`config.mk`:
```
export PLATFORM = sky130hd
export DESIGN_NAME = mux_select_sequencer_flat
export DESIGN_NICKNAME = d
export VERILOG_FILES = /design/src/rtl/mux_select_sequencer_if.sv /design/src/rtl/mux_select_sequencer.sv /design/src/flat_wrapper.sv
export SDC_FILE = /design/constraint.sdc
export NUM_CORES = 1
export LEC_CHECK = 0
export BUFFER_PORTS_ARGS = -buffer_cell sky130_fd_sc_hd__buf_2
export CAP_MARGIN = 10
export CORE_MARGIN = 2
export CORE_UTILIZATION = 50
export CTS_CLUSTER_SIZE = 10
export DETAILED_ROUTE_END_ITERATION = 10
export PLACE_DENSITY_LB_ADDON = 0.25
export SLEW_MARGIN = 20
export SYNTH_ARGS = -nofsm -noshare
export SYNTH_HDL_FRONTEND = slang
export SYNTH_SLANG_ARGS = --single-unit
```
`constraint.sdc`:
```
create_clock -name clk -period 1.5 [get_ports clk]
set_input_delay 0.075 -clock clk [delete_from_list [all_inputs] [get_ports clk]]
set_output_delay 0.075 -clock clk [all_outputs]
set_load 0.005 [all_outputs]
```
`src/rtl/mux_select_sequencer_if.sv`:
```
// Switch/button inputs and mux select/LED outputs of the LED mux control front-end.
interface mux_select_sequencer_if;
  logic [3:0] sw;
  logic [1:0] btn;
  logic [1:0] sel;
  logic       led;
  logic       scan_mode;

  modport master (output sw, output btn, input sel, input led, input scan_mode);
  modport slave  (input sw, input btn, output sel, output led, output scan_mode);
endinterface

```
`src/rtl/mux_select_sequencer.sv`:
```
// Button synchronise/debounce/edge front-end driving a 4:1 LED mux select,
// stepped manually by btn[0] or auto-rotated in SCAN mode (btn[1] toggles).
module mux_select_sequencer #(
  parameter int DEBOUNCE_CYCLES = 4,
  parameter int SCAN_PERIOD     = 8
) (
  input logic                   clk,
  input logic                   rst_n,
  mux_select_sequencer_if.slave bus
);

  localparam int DB_W = ($clog2(DEBOUNCE_CYCLES + 1) < 1) ? 1 : $clog2(DEBOUNCE_CYCLES + 1);
  localparam int SC_W = ($clog2(SCAN_PERIOD) < 1) ? 1 : $clog2(SCAN_PERIOD);
  localparam logic [DB_W-1:0] DB_LAST = DB_W'(DEBOUNCE_CYCLES - 1);
  localparam logic [SC_W-1:0] SC_LAST = SC_W'(SCAN_PERIOD - 1);

  typedef enum logic {MANUAL = 1'b0, SCAN = 1'b1} mode_t;

  logic [1:0]      sync_p0, sync_p1;
  logic [1:0]      db, db_d, pulse, armed;
  logic [DB_W-1:0] db_cnt [2];
  logic [1:0]      fill;
  logic            fill_done;

  mode_t           state_q, state_d;
  logic [SC_W-1:0] scan_cnt, scan_cnt_d;
  logic            step;
  logic [1:0]      sel;
  logic            led;

  // The synchroniser still carries reset zeros for two cycles after reset; a
  // button only arms once a genuine released level has come through, so a
  // button held across reset never produces a pulse.
  assign fill_done = (fill == 2'd2);

  // Stage p0/p1: two-flop synchroniser, then debouncer and registered edge pulse
  always_ff @(posedge clk) begin
    if (!rst_n) begin
      sync_p0 <= '0;
      sync_p1 <= '0;
      db      <= '0;
      db_d    <= '0;
      pulse   <= '0;
      armed   <= '0;
      fill    <= '0;
      for (int i = 0; i < 2; i++) db_cnt[i] <= '0;
    end else begin
      sync_p0 <= bus.btn;
      sync_p1 <= sync_p0;
      db_d    <= db;
      if (!fill_done) fill <= fill + 2'd1;
      for (int i = 0; i < 2; i++) begin
        if (fill_done && !sync_p1[i]) armed[i] <= 1'b1;
        if (sync_p1[i] == db[i]) begin
          db_cnt[i] <= '0;
        end else if (db_cnt[i] == DB_LAST) begin
          db[i]     <= sync_p1[i];
          db_cnt[i] <= '0;
        end else begin
          db_cnt[i] <= db_cnt[i] + DB_W'(1);
        end
        pulse[i] <= armed[i] & db[i] & ~db_d[i];
      end
    end
  end

  always_ff @(posedge clk) begin
    if (!rst_n) state_q <= MANUAL;
    else        state_q <= state_d;
  end

  always_comb begin
    state_d = state_q;
    if (pulse[1]) state_d = (state_q == MANUAL) ? SCAN : MANUAL;
  end

  // A mode toggle always suppresses the step of the same cycle, manual or scan.
  always_comb begin
    step       = 1'b0;
    scan_cnt_d = scan_cnt;
    case (state_q)
      MANUAL: begin
        scan_cnt_d = '0;
        step       = pulse[0] & ~pulse[1];
      end
      SCAN: begin
        if (scan_cnt == SC_LAST) begin
          scan_cnt_d = '0;
          step       = ~pulse[1];
        end else begin
          scan_cnt_d = scan_cnt + SC_W'(1);
        end
      end
      default: ;
    endcase
    if (pulse[1]) scan_cnt_d = '0;
  end

  // Stage p2: select, scan counter and registered LED
  always_ff @(posedge clk) begin
    if (!rst_n) begin
      sel      <= '0;
      scan_cnt <= '0;
      led      <= 1'b0;
    end else begin
      if (step) sel <= sel + 2'd1;
      scan_cnt <= scan_cnt_d;
      led      <= bus.sw[sel];
    end
  end

  assign bus.sel       = sel;
  assign bus.led       = led;
  assign bus.scan_mode = (state_q == SCAN);

endmodule

```
`src/flat_wrapper.sv`:
```
// flat-port wrapper written by rule: the top's interface ports become plain ports
module mux_select_sequencer_flat 
#(
  parameter int DEBOUNCE_CYCLES = 4,
  parameter int SCAN_PERIOD     = 8
)
  (clk, rst_n, bus_sw, bus_btn, bus_sel, bus_led, bus_scan_mode);
  mux_select_sequencer_if bus_i ();
  input logic clk;
  input logic rst_n;
  input wire logic [$bits(bus_i.sw)-1:0] bus_sw;
  input wire logic [$bits(bus_i.btn)-1:0] bus_btn;
  output wire logic [$bits(bus_i.sel)-1:0] bus_sel;
  output wire logic [$bits(bus_i.led)-1:0] bus_led;
  output wire logic [$bits(bus_i.scan_mode)-1:0] bus_scan_mode;
  assign bus_i.sw = bus_sw;
  assign bus_i.btn = bus_btn;
  assign bus_sel = bus_i.sel;
  assign bus_led = bus_i.led;
  assign bus_scan_mode = bus_i.scan_mode;
  mux_select_sequencer #(.DEBOUNCE_CYCLES(DEBOUNCE_CYCLES), .SCAN_PERIOD(SCAN_PERIOD)) u_core (.clk(clk), .rst_n(rst_n), .bus(bus_i));
endmodule
```
==> flow_summary_export.csv <==
group,metric,value,unit
clocking,clkLatencyLatePin,0.31,ns
setup_path,path_cells,"ha_1 -> ha_1 -> nor4bb_1 -> nor2b_1",
place,place_congestion,0.6714,
sta,finalCriticalPeriod,1.330,ns
global_route,grt_usage,12.52,%
sta,hold_slack,0.1223,ns
route,met3_length,62,um
clocking,clockBufferDepth,2,
power,power_frac_clock,23.4,%
synthesis,async_reset_ff_share,0,%
cells_and_area,top_register,"u_core.db_cnt",
place,dp_cells,130,
setup_path,reg2reg_from,"u_core.scan_cnt[0]",
clocking,cts_tree,"built",
cells_and_area,fin_nets,125,
route,ant_nets,0,
clocking,htree_levels,1,
power,p_sw,0.0002828,W
worst_hold_path,min_from,"rst_n",
cells_and_area,layout.cells.non_filler,136,
synthesis,synthTopCellsByCount,"21 x dfxtp_1, 12 x and2_1, 7 x ha_1, 6 x edfxtp_1, 6 x nor2_1",
sta,maxSlewViolCount,0,
setup_path,cp_slowest_cell,"nor4bb_1",
cells_and_area,utilization,60.48,%
cells_and_area,final_area,1199,um^2
clocking,cts_root_buffer,"clkbuf_4",
job,cap_violations,0,
route,via_count,609,
synthesis,yosysMostFrequentCell,"dfxtp_1",
power,p_leak,0.5480,nW
setup_path,r2r_setup_slack,0.17,ns
route,drtIter0Drc,2,
sta,post-route-period-util,88.67,%
synthesis,ys_types,24,
sta,hold_viol_final,0,
synthesis,yosys_warnings,0,
route,drt-met1-wl,645,um
setup_path,crit_fanout,3,
route,routed_wl,1298,um
sta,rsz0062_at_grt,"no",
worst_hold_path,hold_depth,2,
die,die-area,2488,um^2
synthesis,synth_edf_count,6,
cells_and_area,area.sequential,600.6,um^2
run_status,status,"completed",
power,p_seq_share,65.0,%
place,port_buffers,11,
sta,fmax,0.7519,GHz
setup_path,cp.required,1.76,ns
sta,fin_skew,0.001320,ns
die,die-height,49.88,um
setup_path,critical_path.startpoint_type,"flop",
clocking,cts_buffers,3,
global_route,grt_pass1_wl,2359,um
die,io_pins,12,
synthesis,synth-seq-cells,27,
sta,setup_violations,0,
cells_and_area,drive_gt1_share,13.76,%
die,coreArea,1982,um^2
route,wl_per_cell,9.544,um
synthesis,synth_top_area_share,39.95,%
synthesis,synthTopCellsByArea,"dfxtp_1 40%, edfxtp_1 17%, ha_1 8.3%",
cells_and_area,fillers,169,
setup_path,reg2regPathDepth,4,
power,powerDensity,1052,nW/um^2
synthesis,yosysTopAreaCell,"dfxtp_1",
synthesis,yosysSeqAreaShare,57.07,%
clocking,post_cts_resized,0,
cells_and_area,largest_register_ff_count,6,
route,drc,0,
route,drtPass1Iterations,2,
global_route,antenna_found_initial,0,
cells_and_area,multiInputGateArea,442.9,um^2
route,via_per_inst,4.478,
power,p_sw_share,22.43,%
setup_path,crit_type,"flop to flop",
place,placed_area,1151,um^2
synthesis,syn_area,1052,um^2
place,hpwl,992.1,um
cells_and_area,diodes,0,
die,rows,16,
power,combPwrFrac,11.6,%
setup_path,crit_top_cell,"ha_1",
setup_path,crit_path_end_kind,"flop",
worst_hold_path,hold_path.class,"input port to flop",
setup_path,cpPeakStageDelay,0.37,ns
power,internal-power,0.0009781,W
sta,fin_tns_setup,0,ns
synthesis,syn_inst,89,
worst_hold_path,min_to,"u_core.armed[1]",
power,ir_drop,0.0005991,V
synthesis,avgSynthCellArea,11.82,um^2
clocking,post_cts_buffers,0,
clocking,cts.sinks,27,
cells_and_area,syn_to_final_growth,13.91,%
route,wl_met2,579,um
setup_path,arrival,1.59,ns
route,highest_layer,"met4",
global_route,grt_pass1_vias,590,
setup_path,regToRegEndpoint,"u_core.scan_cnt[0]",
global_route,grt_max_degree,21,
global_route,grt_overflow,0,
synthesis,synth_ff_type,"dfxtp_1",
clocking,clk_pin_slew,0.13,ns
cells_and_area,reg.largest.list,"u_core.db_cnt x6, u_core.scan_cnt x3",
die,initial_core_util,53.09,%
die,die_w,49.88,um
cell usage in the layout (no fill, tap or decap):
master / n
a21boi_1: 1
and2_1: 12
and3b_1: 2
buf_2: 11
clkbuf_4: 3
clkinv_2: 1
conb_1: 6
dfxtp_1: 21
dlygate4sd3_1: 2
edfxtp_1: 6
ha_1: 7
inv_1: 5
mux2i_1: 4
mux4_1: 1
nand2_1: 2
nand2b_1: 1
nand3b_1: 2
nor2_1: 6
nor2b_1: 5
nor3b_1: 1
nor4bb_1: 1
o21a_1: 2
o21ai_0: 2
or3_1: 1
xnor2_1: 1
xor2_1: 3
metrics by stage:
stage                     worst slack, ns  total power (W)
after floorplan                    0.3252        0.0009442
after global placement             0.2208        0.0009678
after detailed placement           0.1860        0.0009804
after CTS                          0.1537         0.001279
after global routing              0.04416         0.001345
final                              0.1699         0.001261
power by group through the flow:
stage / sequential [W] / clock, W / combinational (W)
floorplan: 0.000831 / 0 / 0.000114
global placement: 0.000833 / 0 / 0.000134
detailed placement: 0.000837 / 0 / 0.000144
CTS: 0.000820 / 0.000310 / 0.000149
global route: 0.000826 / 0.000342 / 0.000176
finish: 0.000819 / 0.000295 / 0.000147
kinds of logic (layout without fill, tap and decap cells):
| kind of cell | count (synthesis) | count (layout) | synth area share, % |
|---|---|---|---|
| AO/OA/AOI/OAI | 5 | 5 | 3.091 |
| XOR/XNOR | 4 | 4 | 3.330 |
| adder cells (fa/ha/maj) | 7 | 7 | 8.323 |
| buffers and inverters | 7 | 22 | 2.615 |
| flip-flops | 27 | 27 | 57.07 |
| multiplexers | 5 | 5 | 6.303 |
| other | 1 | 6 | 0.3564 |
| AND/OR/NAND/NOR | 33 | 33 | 18.91 |
cell type report:
| type | count | area share, % |
|---|---|---|
| timing repair buffer | 13 | 6.263 |
| sequential | 27 | 50.10 |
| multi-input combinational | 60 | 36.95 |
| tap | 27 | 2.818 |
| clock inverter | 1 | 0.4175 |
| clock buffer | 3 | 1.879 |
| inverter | 5 | 1.566 |
layer usage:
metal | GRT usage (%) | vias up
met2 | 19.78 | 12
met4 | 5.556 | 0
li1 | - | 328
met3 | 3.030 | 2
met5 | 0 | -
met1 | 16.21 | 267
how the worst max path moves through the flow:
stage                                  start                 end  slack (ns)  cells after the start
after floorplan           u_core.scan_cnt[0]  u_core.scan_cnt[0]        0.33                      4
after global placement    u_core.scan_cnt[0]  u_core.scan_cnt[0]        0.22                      4
after detailed placement  u_core.scan_cnt[0]  u_core.scan_cnt[0]        0.19                      4
after CTS                 u_core.scan_cnt[0]  u_core.scan_cnt[0]        0.15                      4
after global routing      u_core.scan_cnt[0]  u_core.scan_cnt[0]        0.04                      4
final                     u_core.scan_cnt[0]  u_core.scan_cnt[0]        0.17                      4
critical path: cells and delay by family, from the launching register on:
kind | cells | cell delay [ns]
simple gates | 2 | 0.54
fa+ha+maj | 2 | 0.40
flops | 1 | 0.34
timing repair:
item,4_1_cts,5_1_grt
endpoints found under the hold margin,2,0
hold buffers,2,0
endpoints found under the setup margin,0,0
(Power assumes the default switching activity.)
